[config.mk]
export PLATFORM = sky130hd
export DESIGN_NAME = type_param_fifo
export DESIGN_NICKNAME = d
export VERILOG_FILES = /design/src/rtl/type_param_fifo_pkg.sv /design/src/rtl/type_param_fifo_chk.sv /design/src/rtl/type_param_fifo_mem.sv /design/src/rtl/type_param_fifo.sv
export SDC_FILE = /design/constraint.sdc
export NUM_CORES = 1
export LEC_CHECK = 0
export ABC_AREA = 1
export BUFFER_PORTS_ARGS = -buffer_cell sky130_fd_sc_hd__clkbuf_2
export CAP_MARGIN = 10
export CORE_MARGIN = 3
export CORE_UTILIZATION = 45
export CTS_CLUSTER_SIZE = 25
export DETAILED_ROUTE_END_ITERATION = 8
export PLACE_DENSITY = 0.73
export SYNTH_ARGS = -nofsm -noshare
export SYNTH_HDL_FRONTEND = slang
export SYNTH_SLANG_ARGS = --single-unit
[constraint.sdc]
create_clock -name clk_i -period 3.49 [get_ports clk_i]
set_input_delay 0.5235 -clock clk_i [delete_from_list [all_inputs] [get_ports clk_i]]
set_output_delay 0.5235 -clock clk_i [all_outputs]
set_load 0.02 [all_outputs]
[src/rtl/type_param_fifo_pkg.sv]
// Shared types, limits and pointer helper for the type-parameterised FIFO.
package type_param_fifo_pkg;

  typedef logic [8:0] default_state_t;

  localparam int MAX_DEPTH = 16;
  localparam int MAX_PTR_W = $clog2(MAX_DEPTH);

  // Advance a ring pointer, wrapping to zero at depth-1 by compare.
  function automatic logic [MAX_PTR_W-1:0] next_ptr(
    input logic [MAX_PTR_W-1:0] ptr,
    input logic [MAX_PTR_W:0]   depth
  );
    logic [MAX_PTR_W:0] last_s;
    last_s = depth - {{MAX_PTR_W{1'b0}}, 1'b1};
    if ({1'b0, ptr} == last_s) begin
      next_ptr = {MAX_PTR_W{1'b0}};
    end else begin
      next_ptr = ptr + {{(MAX_PTR_W-1){1'b0}}, 1'b1};
    end
  endfunction

endpackage

[src/rtl/type_param_fifo_chk.sv]
// Occupancy and handshake invariants for the FIFO control path.
module type_param_fifo_chk #(
  parameter int DEPTH = 4,
  parameter int CNT_W = 3
) (
  input logic             clk,
  input logic             rst_n,
  input logic [CNT_W-1:0] count,
  input logic             push,
  input logic             pop
);

  // Check invariants on every clock outside reset.
  always @(posedge clk) begin
    if (rst_n) begin
      assert (count <= CNT_W'(DEPTH));
      assert (!(pop && (count == {CNT_W{1'b0}})));
      assert (!(push && (count == CNT_W'(DEPTH))));
    end
  end

endmodule

[src/rtl/type_param_fifo_mem.sv]
// Storage array for the FIFO: one synchronous write port, one asynchronous read port.
module type_param_fifo_mem #(
  parameter type data_t = logic [8:0],
  parameter int  DEPTH  = 4,
  localparam int ADDR_W = $clog2(DEPTH)
) (
  input  logic              clk,
  input  logic              we,
  input  logic [ADDR_W-1:0] waddr,
  input  data_t             wdata,
  input  logic [ADDR_W-1:0] raddr,
  output data_t             rdata
);

  data_t mem_r [DEPTH];

  // Contents are deliberately not reset; the read side masks empty slots.
  always_ff @(posedge clk) begin
    if (we) begin
      mem_r[waddr] <= wdata;
    end
  end

  assign rdata = mem_r[raddr];

endmodule

[src/rtl/type_param_fifo.sv]
// Synchronous FIFO whose element type is a parameter carried down to storage and out to the data ports.
module type_param_fifo
  import type_param_fifo_pkg::*;
#(
  parameter type data_t = default_state_t,
  parameter int  DEPTH  = 4,
  localparam int CNT_W  = $clog2(DEPTH + 1)
) (
  input  logic             clk_i,
  input  logic             rst_ni,
  input  logic             flush_i,
  input  logic             in_valid_i,
  output logic             in_ready_o,
  input  data_t            in_data_i,
  output logic             out_valid_o,
  input  logic             out_ready_i,
  output data_t            out_data_o,
  output logic [CNT_W-1:0] count_o
);

  localparam int PTR_W = $clog2(DEPTH);

  logic [PTR_W-1:0] wr_ptr_r;
  logic [PTR_W-1:0] rd_ptr_r;
  logic [CNT_W-1:0] count_r;
  logic [PTR_W-1:0] wr_ptr_nxt_s;
  logic [PTR_W-1:0] rd_ptr_nxt_s;
  logic             push_s;
  logic             pop_s;
  logic             we_s;
  data_t            rd_data_s;

  // Flags depend only on registered count, so out_ready_i never reaches in_ready_o.
  assign in_ready_o  = (count_r != CNT_W'(DEPTH));
  assign out_valid_o = (count_r != {CNT_W{1'b0}});
  assign push_s      = in_valid_i & in_ready_o;
  assign pop_s       = out_valid_o & out_ready_i;
  assign we_s        = push_s & rst_ni & ~flush_i;
  assign count_o     = count_r;
  assign out_data_o  = out_valid_o ? rd_data_s : data_t'('0);

  assign wr_ptr_nxt_s = PTR_W'(next_ptr(MAX_PTR_W'(wr_ptr_r), (MAX_PTR_W + 1)'(DEPTH)));
  assign rd_ptr_nxt_s = PTR_W'(next_ptr(MAX_PTR_W'(rd_ptr_r), (MAX_PTR_W + 1)'(DEPTH)));

  // Pointer and occupancy registers; reset outranks flush, flush outranks handshakes.
  always_ff @(posedge clk_i) begin
    if (!rst_ni) begin
      wr_ptr_r <= {PTR_W{1'b0}};
      rd_ptr_r <= {PTR_W{1'b0}};
      count_r  <= {CNT_W{1'b0}};
    end else if (flush_i) begin
      wr_ptr_r <= {PTR_W{1'b0}};
      rd_ptr_r <= {PTR_W{1'b0}};
      count_r  <= {CNT_W{1'b0}};
    end else begin
      if (push_s) begin
        wr_ptr_r <= wr_ptr_nxt_s;
      end
      if (pop_s) begin
        rd_ptr_r <= rd_ptr_nxt_s;
      end
      case ({push_s, pop_s})
        2'b10:   count_r <= count_r + CNT_W'(1);
        2'b01:   count_r <= count_r - CNT_W'(1);
        default: count_r <= count_r;
      endcase
    end
  end

  type_param_fifo_mem #(
    .data_t (data_t),
    .DEPTH  (DEPTH)
  ) u_mem (
    .clk   (clk_i),
    .we    (we_s),
    .waddr (wr_ptr_r),
    .wdata (in_data_i),
    .raddr (rd_ptr_r),
    .rdata (rd_data_s)
  );

  type_param_fifo_chk #(
    .DEPTH (DEPTH),
    .CNT_W (CNT_W)
  ) u_chk (
    .clk   (clk_i),
    .rst_n (rst_ni),
    .count (count_r),
    .push  (push_s),
    .pop   (pop_s)
  );

endmodule

==> results of run 1 <==
==> stage by stage <==
stage	hold slack [ns]	instances	util (%)	setup WS [ns]	instance area (sq um)
2_1_floorplan	0.483	187	-	1.62	1960
3_3_place_gp	0.516	260	51.1	1.36	2100
3_5_place_dp	0.526	260	51.1	1.31	2100
4_1_cts	0.434	268	53.8	1.10	2210
5_1_grt	0.445	268	53.8	0.927	2210
6_report	0.440	268	53.8	1.15	2210
==> worst max-delay path, cell delays in order (launching register included) <==
cell	delay (ns)
sky130_fd_sc_hd__dfxtp_1	0.83
sky130_fd_sc_hd__nor2_1	0.11
sky130_fd_sc_hd__nor2_1	0.11
sky130_fd_sc_hd__o21ai_0	0.09
sky130_fd_sc_hd__a21oi_1	0.18
sky130_fd_sc_hd__clkbuf_2	0.21
==> state kept, by name, summed over array words and instances (netlist names), named ones only <==
register and flops:
rd_ptr_r 2, wr_ptr_r 2, count_o 3, u_mem.mem_r 36
==> logic make-up after synthesis <==
kind of cell	synth area share [%]
buf+inv	6.95
simple gates	18.1
flops	64.2
compound gates	5.86
fa+ha+maj	4.84
==> synth_stat cells <==
cell / number
sky130_fd_sc_hd__nand2_2: 3
sky130_fd_sc_hd__clkinv_1: 1
sky130_fd_sc_hd__inv_8: 1
sky130_fd_sc_hd__a21oi_1: 12
sky130_fd_sc_hd__nor2_1: 32
sky130_fd_sc_hd__o21ai_0: 7
sky130_fd_sc_hd__buf_6: 2
sky130_fd_sc_hd__fa_1: 1
sky130_fd_sc_hd__nand4_1: 1
sky130_fd_sc_hd__edfxtp_1: 36
sky130_fd_sc_hd__o21ai_1: 4
sky130_fd_sc_hd__buf_12: 1
sky130_fd_sc_hd__inv_2: 1
sky130_fd_sc_hd__buf_8: 1
sky130_fd_sc_hd__nor2_2: 2
sky130_fd_sc_hd__inv_1: 16
sky130_fd_sc_hd__nand2_1: 48
sky130_fd_sc_hd__nand3b_1: 1
sky130_fd_sc_hd__dfxtp_1: 9
sky130_fd_sc_hd__nand3_1: 2
sky130_fd_sc_hd__ha_1: 6
==> worst max-delay path by stage <==
stage	from	endpoint	slack, ns
floorplan	count_o[1]	count_o[2]	1.62
global placement	rst_ni	u_mem.mem_r[0][7]	1.36
detailed placement	rst_ni	u_mem.mem_r[0][8]	1.31
CTS	flop	out_data_o[0]	1.10
global route	flop	out_data_o[0]	0.93
finish	flop	out_data_o[0]	1.15
==> layout by cell type (no fill, tap or decap) <==
cell / count
sky130_fd_sc_hd__bufinv_16: 1
sky130_fd_sc_hd__clkbuf_8: 5
sky130_fd_sc_hd__fa_1: 1
sky130_fd_sc_hd__inv_8: 1
sky130_fd_sc_hd__ha_1: 6
sky130_fd_sc_hd__nand2_2: 3
sky130_fd_sc_hd__a21oi_1: 12
sky130_fd_sc_hd__clkinv_1: 2
sky130_fd_sc_hd__dfxtp_1: 9
sky130_fd_sc_hd__nand4_1: 1
sky130_fd_sc_hd__nor2_2: 2
sky130_fd_sc_hd__clkinvlp_4: 1
sky130_fd_sc_hd__clkbuf_2: 27
sky130_fd_sc_hd__nand3b_1: 1
sky130_fd_sc_hd__inv_1: 16
sky130_fd_sc_hd__nand2_1: 48
sky130_fd_sc_hd__o21ai_0: 7
sky130_fd_sc_hd__inv_2: 1
sky130_fd_sc_hd__edfxtp_1: 36
sky130_fd_sc_hd__nand3_1: 2
sky130_fd_sc_hd__o21ai_1: 4
sky130_fd_sc_hd__nor2_1: 32
==> power breakdown <==
group | leakage [nW] | switching, W | total (W) | internal, W
Sequential | 0.398 | 0.00000699 | 0.000595 | 0.000588
Clock | 0.0518 | 0.000166 | 0.000377 | 0.000211
Combinational | 0.473 | 0.0000673 | 0.0000988 | 0.0000315
==> per-layer routing <==
layer  vias up  share of wire (%)
li1        670                  -
met1       579                 44
met2        28                 48
met3         7                4.7
met4         0                3.0
met5         -                  0
==> area by class of cell <==
| type | instances | share of cell area [%] |
|---|---|---|
| Clock buffer | 5 | 3.11 |
| Clock inverter | 3 | 1.87 |
| Inverter | 19 | 3.56 |
| Multi-Input combinational cell | 119 | 25.6 |
| Sequential cell | 45 | 57.0 |
| Tap cell | 50 | 2.83 |
| Timing Repair Buffer | 27 | 6.11 |
==> out/metrics.csv, run 1 <==
stage,metric,value,unit
global_routing,met3 GRT Util,4.16,%
timing,minimum clock period,2.34,ns
clock_tree,H-tree Lvls,2,
route,Via-to-Cell Ratio,4.79,
clock_tree,number of hold buffers added after CTS,0,
clock_tree,post-CTS clock slew at the launch and capture registers of the worst setup and hold paths,0.09,ns
synthesis,portion of synthesized cell area occupied by the leading cell type,55.1,%
synthesis,count of synthesis-stage warnings from yosys,0,
worst_hold_path,type of the worst min-delay path,in -> reg,
synthesis,Yosys cell types,21,
placement,estimated wirelength of the detail-placed design,2090,um
clock_tree,count of cells resized by post-cts repair,0,
worst_hold_path,Hold EP,u_mem.mem_r[0][7],
power_and_ir_drop,Max IR drop VDD,0.275,mV
route,number of antenna-violating nets in the routed design,0,
floorplan,Core Rows,23,
setup_path,Setup Crit Path Kind,reg -> out,
power_and_ir_drop,leakage power,0.923,nW
floorplan,area enclosed by the die boundary,5190,sq um
global_routing,met1 usage in global routing,15.1,%
placement,routability-driven placement congestion ratio,0.768,
clock_tree,Num CTS Buffers,5,
cells_and_area,sequential cell area,1260,sq um
timing,tightest slew margin relative to the limit,38.5,%
cells_and_area,Multi-input gate area,566,sq um
timing,number of setup violations in the final report,0,
cells_and_area,Final Net Count,238,
power_and_ir_drop,Final Power,0.00107,W
floorplan,count of boundary I/O pins,28,
timing,Setup Total Neg Slack,0,ns
cells_and_area,count of filler cells inserted in the layout,350,
outcome,outcome,"complete, no violations",
route,Routed WL,3180,um
floorplan,floorplan die height,72.1,um
cells_and_area,antenna cells,0,
route,DRC violation count after routing,0,
clock_tree,number of sinks on the clock net,45,
timing,highest attainable clock frequency,428,MHz
global_routing,All-Layer GR Usage,13.2,%
power_and_ir_drop,areal power density over the cells,483,nW/um^2
floorplan,core area,4120,sq um
clock_tree,post-CTS setup buffer count,0,
route,vias post-DR,1284,
route,First-pass DRT Iterations,6,
setup_path,element type at the critical path end,output pin,
timing,pins over their slew limit,0,
synthesis,cells taking the most area after synthesis,"sky130_fd_sc_hd__edfxtp_1 (55%), sky130_fd_sc_hd__dfxtp_1 (9.2%), sky130_fd_sc_hd__nand2_1 (9.2%)",
setup_path,count of cells along the worst register-to-register path,4,
clock_tree,clock buffer depth,2,
global_routing,pin count of the biggest net entering global routing,20,
clock_tree,clk_lat worst skew,0.29,ns
clock_tree,root buffer cell,sky130_fd_sc_hd__clkbuf_8,
global_routing,initial antenna violation count,0,
setup_path,required time of the worst setup path,2.97,ns
flow_run,max-cap violations,0,
synthesis,instance count of the mapped netlist,187,
global_routing,number of global-route vias before repair,1191,
worst_hold_path,hold depth,1,
global_routing,"Remaining Overflow, GRT",0,
timing,number of failing hold endpoints at the final stage,0,
setup_path,CP arrival,1.81,ns
setup_path,kind of launch point of the worst setup path,flop,
timing,slew at the pin closest to its max-slew limit,0.919,ns
floorplan,horizontal die dimension,72.1,um
cells_and_area,fraction of final layout cells sized beyond drive strength 1,18.8,%
synthesis,count of state elements after synthesis,45,
clock_tree,CTS tree,done,
setup_path,setup slack of the most critical reg-to-reg path,1.65,ns
timing,Post-Route Skew,0.00960,ns
setup_path,terminus of the critical flop-to-flop path,u_mem.mem_r[0][4],
cells_and_area,P&R area growth vs syn,12.7,%
timing,fraction of the cycle the final worst path needs,66.9,%
route,WL/cell,11.9,um
synthesis,synthesized net count,208,
floorplan,effective utilization at floorplan,47.7,%
global_routing,GRT busiest layer,met2,
global_routing,global routing met2 resource utilization,21.6,%
setup_path,r2r startpoint,count_o[1],
global_routing,global-route wire length before repair,5040,um
synthesis,library cell with the largest summed area after synthesis,sky130_fd_sc_hd__edfxtp_1,
synthesis,Synth Area per Inst,10.5,sq um
worst_hold_path,startpoint of the tightest hold check path,in_data_i[7],
synthesis,"Seq/Total Area, Yosys",64.2,%
setup_path,CP max FO,19,
placement,Port Buffer Count,27,
timing,setup repair after global routing missed its margin,false,
route,number of design-rule violations left by the first detailed-router iteration,64,
synthesis,synthesized area,1960,sq um
(Power assumes the default switching activity.)
==> inputs of run 2 (changes only) <==
- ABC_AREA: 1 -> 0
- clock period: 3.49 -> 2.2 ns (I/O delays scaled with it)
==> out/metrics.csv, run 2 <==
stage,metric,value,unit,change
timing,tightest slew margin relative to the limit,66.3,%,+28 points
setup_path,kind of launch point of the worst setup path,flop,,
global_routing,global-route wire length before repair,5270,um,+4.6%
timing,fraction of the cycle the final worst path needs,96.7,%,
floorplan,area enclosed by the die boundary,4910,sq um,-5.4%
synthesis,largest family of logic cells by synthesized area,multiplexers,,
timing,slew at the pin closest to its max-slew limit,0.506,ns,-0.413 ns
floorplan,floorplan die height,70.1,um,-2.7%
route,number of antenna-violating nets in the routed design,0,,unchanged
setup_path,CP max FO,6,,-13
outcome,outcome,"complete, no violations",,
floorplan,horizontal die dimension,70.1,um,-2.7%
synthesis,cells taking the most area after synthesis,"sky130_fd_sc_hd__edfxtp_1 (58%), sky130_fd_sc_hd__mux4_2 (11%), sky130_fd_sc_hd__dfxtp_1 (9.7%)",,
worst_hold_path,type of the worst min-delay path,in -> reg,,
clock_tree,clk_lat worst skew,0.29,ns,about the same
timing,number of failing hold endpoints at the final stage,0,,unchanged
cells_and_area,antenna cells,0,,unchanged
route,number of design-rule violations left by the first detailed-router iteration,46,,-28%
synthesis,"Seq/Total Area, Yosys",68.2,%,+4.0 points
timing,pins over their slew limit,0,,unchanged
global_routing,pin count of the biggest net entering global routing,14,,-30%
setup_path,required time of the worst setup path,2.42,ns,-0.55 ns
route,First-pass DRT Iterations,4,,-2
clock_tree,Num CTS Buffers,5,,unchanged
synthesis,synthesized area,1850,sq um,-5.9%
clock_tree,clock buffer depth,2,,unchanged
global_routing,"Remaining Overflow, GRT",0,,unchanged
route,Via-to-Cell Ratio,5.12,,+6.8%
power_and_ir_drop,leakage power,0.814,nW,-12%
route,vias post-DR,1008,,-21%
floorplan,core area,3800,sq um,-7.7%
placement,routability-driven placement congestion ratio,0.761,,-0.92%
clock_tree,post-CTS clock slew at the launch and capture registers of the worst setup and hold paths,0.08,ns,about the same
placement,cell count after placement,187,,-28%
synthesis,fraction of the mapped netlist area in simple logic gates,9.41,%,-8.7 points
synthesis,Yosys cell types,26,,+24%
cells_and_area,"commonest cells after routing, fill and taps aside","sky130_fd_sc_hd__edfxtp_1 (36), sky130_fd_sc_hd__clkbuf_2 (27), sky130_fd_sc_hd__nor2b_1 (10)",,
cells_and_area,count of filler cells inserted in the layout,313,,-11%
synthesis,dominant synthesized flop cell,sky130_fd_sc_hd__edfxtp_1,,
synthesis,leading cell types by count after synthesis,"sky130_fd_sc_hd__edfxtp_1 (36), sky130_fd_sc_hd__nor2b_1 (10), sky130_fd_sc_hd__dfxtp_1 (9), sky130_fd_sc_hd__mux4_2 (9), sky130_fd_sc_hd__inv_1 (8)",,
timing,number of setup violations in the final report,0,,unchanged
placement,Port Buffer Count,27,,unchanged
setup_path,family with the most delay on the worst path,simple AND/OR/NAND/NOR gates,,
setup_path,most frequent cell on the critical path,sky130_fd_sc_hd__inv_2,,
cells_and_area,core utilization of the finished layout,58.3,%,+4.5 points
synthesis,post-synthesis adder-cell area fraction,5.15,%,+0.30 points
synthesis,xor and xnor area share after synthesis,0.948,%,+0.95 points
power_and_ir_drop,Max IR drop VDD,0.443,mV,+61%
worst_hold_path,hold depth,1,,unchanged
route,DRC violation count after routing,0,,unchanged
synthesis,portion of synthesized cell area occupied by the leading cell type,58.5,%,+3.4 points
route,WL/cell,15.9,um,+34%
synthesis,number of enable-type register cells in the synthesized netlist,36,,unchanged
global_routing,All-Layer GR Usage,14.3,%,+1.0 points
route,Routed WL,3130,um,-1.7%
setup_path,CP arrival,2.35,ns,+0.54 ns
cells_and_area,fraction of final layout cells sized beyond drive strength 1,40.9,%,+22 points
setup_path,Setup Crit Path Kind,reg -> reg,,
cells_and_area,P&R area growth vs syn,19.8,%,
synthesis,post-synthesis compound-gate area fraction,2.57,%,-3.3 points
synthesis,count of state elements after synthesis,45,,unchanged
cells_and_area,"most common cell after layout, fill and taps aside",sky130_fd_sc_hd__edfxtp_1,,
timing,minimum clock period,2.13,ns,
timing,highest attainable clock frequency,470,MHz,
global_routing,initial antenna violation count,0,,unchanged
clock_tree,H-tree Lvls,2,,unchanged
cells_and_area,Largest register FFs,36,,unchanged
synthesis,share of cell area taken by muxes after synthesis,11.0,%,+11 points
setup_path,count of cells along the worst register-to-register path,9,,+5
cells_and_area,Final Non-Filler Cells,197,,-26%
floorplan,effective utilization at floorplan,48.6,%,+0.95 points
placement,estimated wirelength of the detail-placed design,2150,um,+2.7%
floorplan,Core Rows,22,,-4.3%
power_and_ir_drop,areal power density over the cells,747,nW/um^2,+55%
setup_path,Buf/Inv on CP,2,,+1
setup_path,cell at the slowest stage of the critical path,sky130_fd_sc_hd__or3b_4,,
flow_run,max-cap violations,0,,unchanged
clock_tree,CTS tree,done,,
cells_and_area,largest register by flop count,u_mem.mem_r,,
global_routing,number of global-route vias before repair,1053,,-12%
floorplan,count of boundary I/O pins,28,,unchanged
clock_tree,root buffer cell,sky130_fd_sc_hd__clkbuf_8,,
synthesis,cell with the most instances after synthesis,sky130_fd_sc_hd__edfxtp_1,,
synthesis,count of synthesis-stage warnings from yosys,0,,unchanged
synthesis,instance count of the mapped netlist,111,,-41%
setup_path,CP cell instances,"or3b_4, and2_4, inv_2, ha_4, inv_2, fa_2, xor2_2, or3_4, a21oi_2",,
setup_path,Worst path max stage delay,0.40,ns,-0.43 ns
synthesis,library cell with the largest summed area after synthesis,sky130_fd_sc_hd__edfxtp_1,,
setup_path,Critical Path Stages,9,,+4
synthesis,share of async-settable or async-resettable flops after synthesis,0,%,unchanged
timing,Post-Route Skew,0.00695,ns,-0.00264 ns
clock_tree,number of sinks on the clock net,45,,unchanged
timing,worst hold slack after final layout,0.250,ns,-0.189 ns
setup_path,element type at the critical path end,flop,,
synthesis,synthesized net count,132,,-37%
cells_and_area,Final Net Count,169,,-29%
synthesis,Synth Area per Inst,16.6,sq um,+59%
==> run 2: worst paths after layout <==
path	from	end	slack (ns)
setup reg to reg	count_o[0]	count_o[2]	0.07
hold reg to reg	rd_ptr_r[0]	rd_ptr_r[0]	0.50
setup / recovery	count_o[0]	count_o[2]	0.07
hold / removal	in_data_i[3]	u_mem.mem_r[0][3]	0.25
==> run 2: layout make-up <==
type | instances | area, sq um | share of cell area, %
Clock buffer | 6 | 72.6 | 3.28
Clock inverter | 2 | 33.8 | 1.53
Inverter | 8 | 30.0 | 1.36
Multi-Input combinational cell | 55 | 567 | 25.6
Sequential cell | 45 | 1270 | 57.4
Tap cell | 48 | 60.1 | 2.71
Timing Repair Buffer | 33 | 180 | 8.14
==> run 2: through the flow <==
step,TNS (ns),power (W),area [sq um],setup WS [ns]
final,0,0.00165,2210,0.0730
after global routing,-0.00288,0.00173,2210,-0.00288
after CTS,0,0.00167,2190,0.0207
after detailed placement,0,0.00108,2080,0.0150
after global placement,0,0.00107,2080,0.0726
after floorplan,-0.0951,0.00103,1880,-0.0951
==> run 2: logic make-up (layout without fill, tap and decap cells) <==
family | count (synthesis) | in the layout
DFF | 45 | 45
and+or+nand+nor | 29 | 29
buffers and inverters | 11 | 49
muxes | 9 | 9
AOI/OAI and AO/OA | 8 | 8
adders and majority gates | 7 | 7
xor gates and xnor gates | 2 | 2
==> run 2: what timing repair did <==
action                                  in CTS  in global routing
hold buffers                                 0                  0
endpoints found under the setup margin       0                  1
resized for setup                            0                  2
setup buffers                                0                  2
==> run 2: power by group <==
| group | internal [W] | switching, W | total (W) |
|---|---|---|---|
| logic | 0.0000545 | 0.0000734 | 0.000128 |
| registers | 0.000927 | 0.00000654 | 0.000934 |
| clock network | 0.000335 | 0.000257 | 0.000592 |
| total | 0.00132 | 0.000337 | 0.00165 |
==> run 2: metal layers <==
layer / global-route usage (%) / part of all wire [%] / vias up
li1: - / - / 489
met2: 23.3 / 51 / 22
met5: 0 / 0 / -
met3: 4.89 / 4.2 / 6
met4: 6.38 / 2.1 / 0
met1: 17.0 / 43 / 491
==> inputs of run 3 (changes only) <==
- CELL_PAD_IN_SITES_DETAIL_PLACEMENT: default -> 1
- CELL_PAD_IN_SITES_GLOBAL_PLACEMENT: default -> 2
- CORE_UTILIZATION: 45 -> 40
- GPL_TIMING_DRIVEN: default -> 0
- PLACE_DENSITY: 0.73 -> 0.86
==> out/metrics.csv, run 3 (synthesis gave the netlist of run 2 again) <==
stage,metric,value,unit,change
outcome,outcome,"complete, no violations",,
global_routing,global-route wire length before repair,5860,um,+11%
cells_and_area,"commonest cells after routing, fill and taps aside","sky130_fd_sc_hd__edfxtp_1 (36), sky130_fd_sc_hd__clkbuf_2 (27), sky130_fd_sc_hd__nor2b_1 (10)",,
timing,pins over their slew limit,0,,unchanged
placement,routability-driven placement congestion ratio,0.714,,-6.2%
route,Via-to-Cell Ratio,5.12,,+0.13%
setup_path,setup slack of the most critical reg-to-reg path,0.02,ns,-0.06 ns
cells_and_area,"most common cell after layout, fill and taps aside",sky130_fd_sc_hd__edfxtp_1,,
setup_path,r2r startpoint,count_o[1],,
setup_path,element type at the critical path end,flop,,
timing,Setup Total Neg Slack,0,ns,unchanged
setup_path,CP arrival,2.41,ns,+0.06 ns
setup_path,count of cells along the worst register-to-register path,9,,unchanged
route,number of design-rule violations left by the first detailed-router iteration,55,,+20%
worst_hold_path,startpoint of the tightest hold check path,in_data_i[4],,
route,Routed WL,3760,um,+20%
clock_tree,clk_lat worst skew,0.29,ns,about the same
global_routing,All-Layer GR Usage,15.2,%,+0.89 points
power_and_ir_drop,areal power density over the cells,739,nW/um^2,-1.1%
timing,minimum clock period,2.18,ns,+0.0569 ns
cells_and_area,Final Net Count,171,,+1.2%
floorplan,core area,4410,sq um,+16%
timing,slew at the pin closest to its max-slew limit,0.548,ns,+0.0422 ns
setup_path,terminus of the critical flop-to-flop path,count_o[2],,
route,DRC violation count after routing,0,,unchanged
cells_and_area,largest register by flop count,u_mem.mem_r,,
global_routing,"Remaining Overflow, GRT",0,,unchanged
clock_tree,post-CTS clock slew at the launch and capture registers of the worst setup and hold paths,0.08,ns,about the same
floorplan,area enclosed by the die boundary,5470,sq um,+11%
setup_path,CP max FO,2,,-4
timing,Post-Route Skew,0.00820,ns,+0.00124 ns
clock_tree,Num CTS Buffers,5,,unchanged
floorplan,effective utilization at floorplan,41.9,%,-6.8 points
flow_run,max-cap violations,0,,unchanged
worst_hold_path,type of the worst min-delay path,in -> reg,,
power_and_ir_drop,Max IR drop VDD,0.331,mV,-25%
cells_and_area,antenna cells,0,,unchanged
timing,highest attainable clock frequency,458,MHz,-2.6%
route,vias post-DR,1040,,+3.2%
setup_path,required time of the worst setup path,2.43,ns,about the same
global_routing,initial antenna violation count,0,,unchanged
timing,setup repair after global routing missed its margin,true,,
clock_tree,H-tree Lvls,2,,unchanged
timing,number of setup violations in the final report,0,,unchanged
route,WL/cell,18.5,um,+17%
timing,number of failing hold endpoints at the final stage,0,,unchanged
global_routing,pin count of the biggest net entering global routing,14,,unchanged
floorplan,horizontal die dimension,74.0,um,+5.5%
timing,worst-case setup margin in the final layout,0.0161,ns,-0.0569 ns
timing,tightest slew margin relative to the limit,63.5,%,-2.8 points
clock_tree,clock buffer depth,2,,unchanged
global_routing,number of global-route vias before repair,1188,,+13%
cells_and_area,P&R area growth vs syn,22.1,%,
floorplan,Core Rows,24,,+9.1%
power_and_ir_drop,leakage power,0.826,nW,+1.5%
worst_hold_path,Hold EP,u_mem.mem_r[1][4],,
placement,estimated wirelength of the detail-placed design,2620,um,+22%
placement,Post-Place Setup Slack,-0.169,ns,-0.184 ns
clock_tree,root buffer cell,sky130_fd_sc_hd__clkbuf_8,,
timing,fraction of the cycle the final worst path needs,99.3,%,+2.6 points
floorplan,floorplan die height,74.0,um,+5.5%
route,number of antenna-violating nets in the routed design,0,,unchanged
cells_and_area,Largest register FFs,36,,unchanged
setup_path,Setup Crit Path Kind,reg -> reg,,
cells_and_area,fraction of final layout cells sized beyond drive strength 1,43.0,%,+2.1 points
setup_path,kind of launch point of the worst setup path,flop,,
clock_tree,CTS tree,done,,
route,First-pass DRT Iterations,4,,unchanged
placement,Port Buffer Count,27,,unchanged
worst_hold_path,hold depth,1,,unchanged
clock_tree,number of sinks on the clock net,45,,unchanged
floorplan,count of boundary I/O pins,28,,unchanged
cells_and_area,count of filler cells inserted in the layout,433,,+38%
==> run 3: cell type report <==
| cell class | instances | area (sq um) | area share (%) |
|---|---|---|---|
| Tap cell | 52 | 65.1 | 2.88 |
| Buffer | 1 | 7.51 | 0.333 |
| Inverter | 8 | 32.5 | 1.44 |
| Sequential cell | 45 | 1270 | 56.4 |
| Clock inverter | 2 | 33.8 | 1.50 |
| Timing Repair Buffer | 34 | 188 | 8.31 |
| Clock buffer | 6 | 72.6 | 3.22 |
| Multi-Input combinational cell | 55 | 586 | 25.9 |
==> run 3: what timing repair did <==
item,CTS,global route
setup endpoints to repair,1,11
pin swaps,6,3
endpoints found under the hold margin,0,0
hold buffers,0,0
buffers inserted,6,0
resized for setup,5,3
==> run 3: worst max-delay path by stage <==
stage	cells past startpoint	to	start	slack, ns
6_report	9	count_o[2]	count_o[1]	0.02
5_1_grt	9	count_o[2]	count_o[1]	-0.05
4_1_cts	9	count_o[2]	count_o[1]	0.004
3_5_place_dp	10	count_o[2]	count_o[0]	-0.17
3_3_place_gp	10	count_o[2]	count_o[0]	-0.06
2_1_floorplan	10	count_o[2]	count_o[2]	-0.1
==> run 3: critical path, stage by stage, from the launching register on <==
cell                      delay (ns)
sky130_fd_sc_hd__dfxtp_4        0.35
sky130_fd_sc_hd__or3b_4         0.40
sky130_fd_sc_hd__and2_4         0.16
sky130_fd_sc_hd__inv_4          0.05
sky130_fd_sc_hd__ha_4           0.13
sky130_fd_sc_hd__inv_2          0.04
sky130_fd_sc_hd__fa_2           0.38
sky130_fd_sc_hd__xor2_2         0.16
sky130_fd_sc_hd__or3_4          0.33
sky130_fd_sc_hd__a21oi_2        0.11
==> run 3: per-layer routing <==
metal / routed length (um) / GRT usage, % / vias to the layer above / part of all wire [%]
met4: 41 / 7.44 / 0 / 1.1
met2: 2040 / 26.5 / 24 / 54
met1: 1500 / 17.0 / 519 / 40
met5: 0 / 0 / - / 0
li1: - / - / 493 / -
met3: 180 / 4.32 / 4 / 4.8
==> run 3: power by group <==
part | switching [W] | leakage [nW] | internal, W
sequential | 0.00000475 | 0.400 | 0.000926
clock | 0.000260 | 0.0528 | 0.000335
combinational | 0.0000826 | 0.373 | 0.0000584
==> run 3: through the flow <==
stage	area [sq um]	hold slack [ns]	power (W)	std cells	util [%]
floorplan	1880	0.429	0.00103	111	-
global placement	2080	0.471	0.00107	190	47.0
detailed placement	2080	0.503	0.00108	191	47.2
CTS	2240	0.239	0.00169	204	50.9
global route	2260	0.233	0.00174	203	51.1
finish	2260	0.257	0.00167	203	51.1
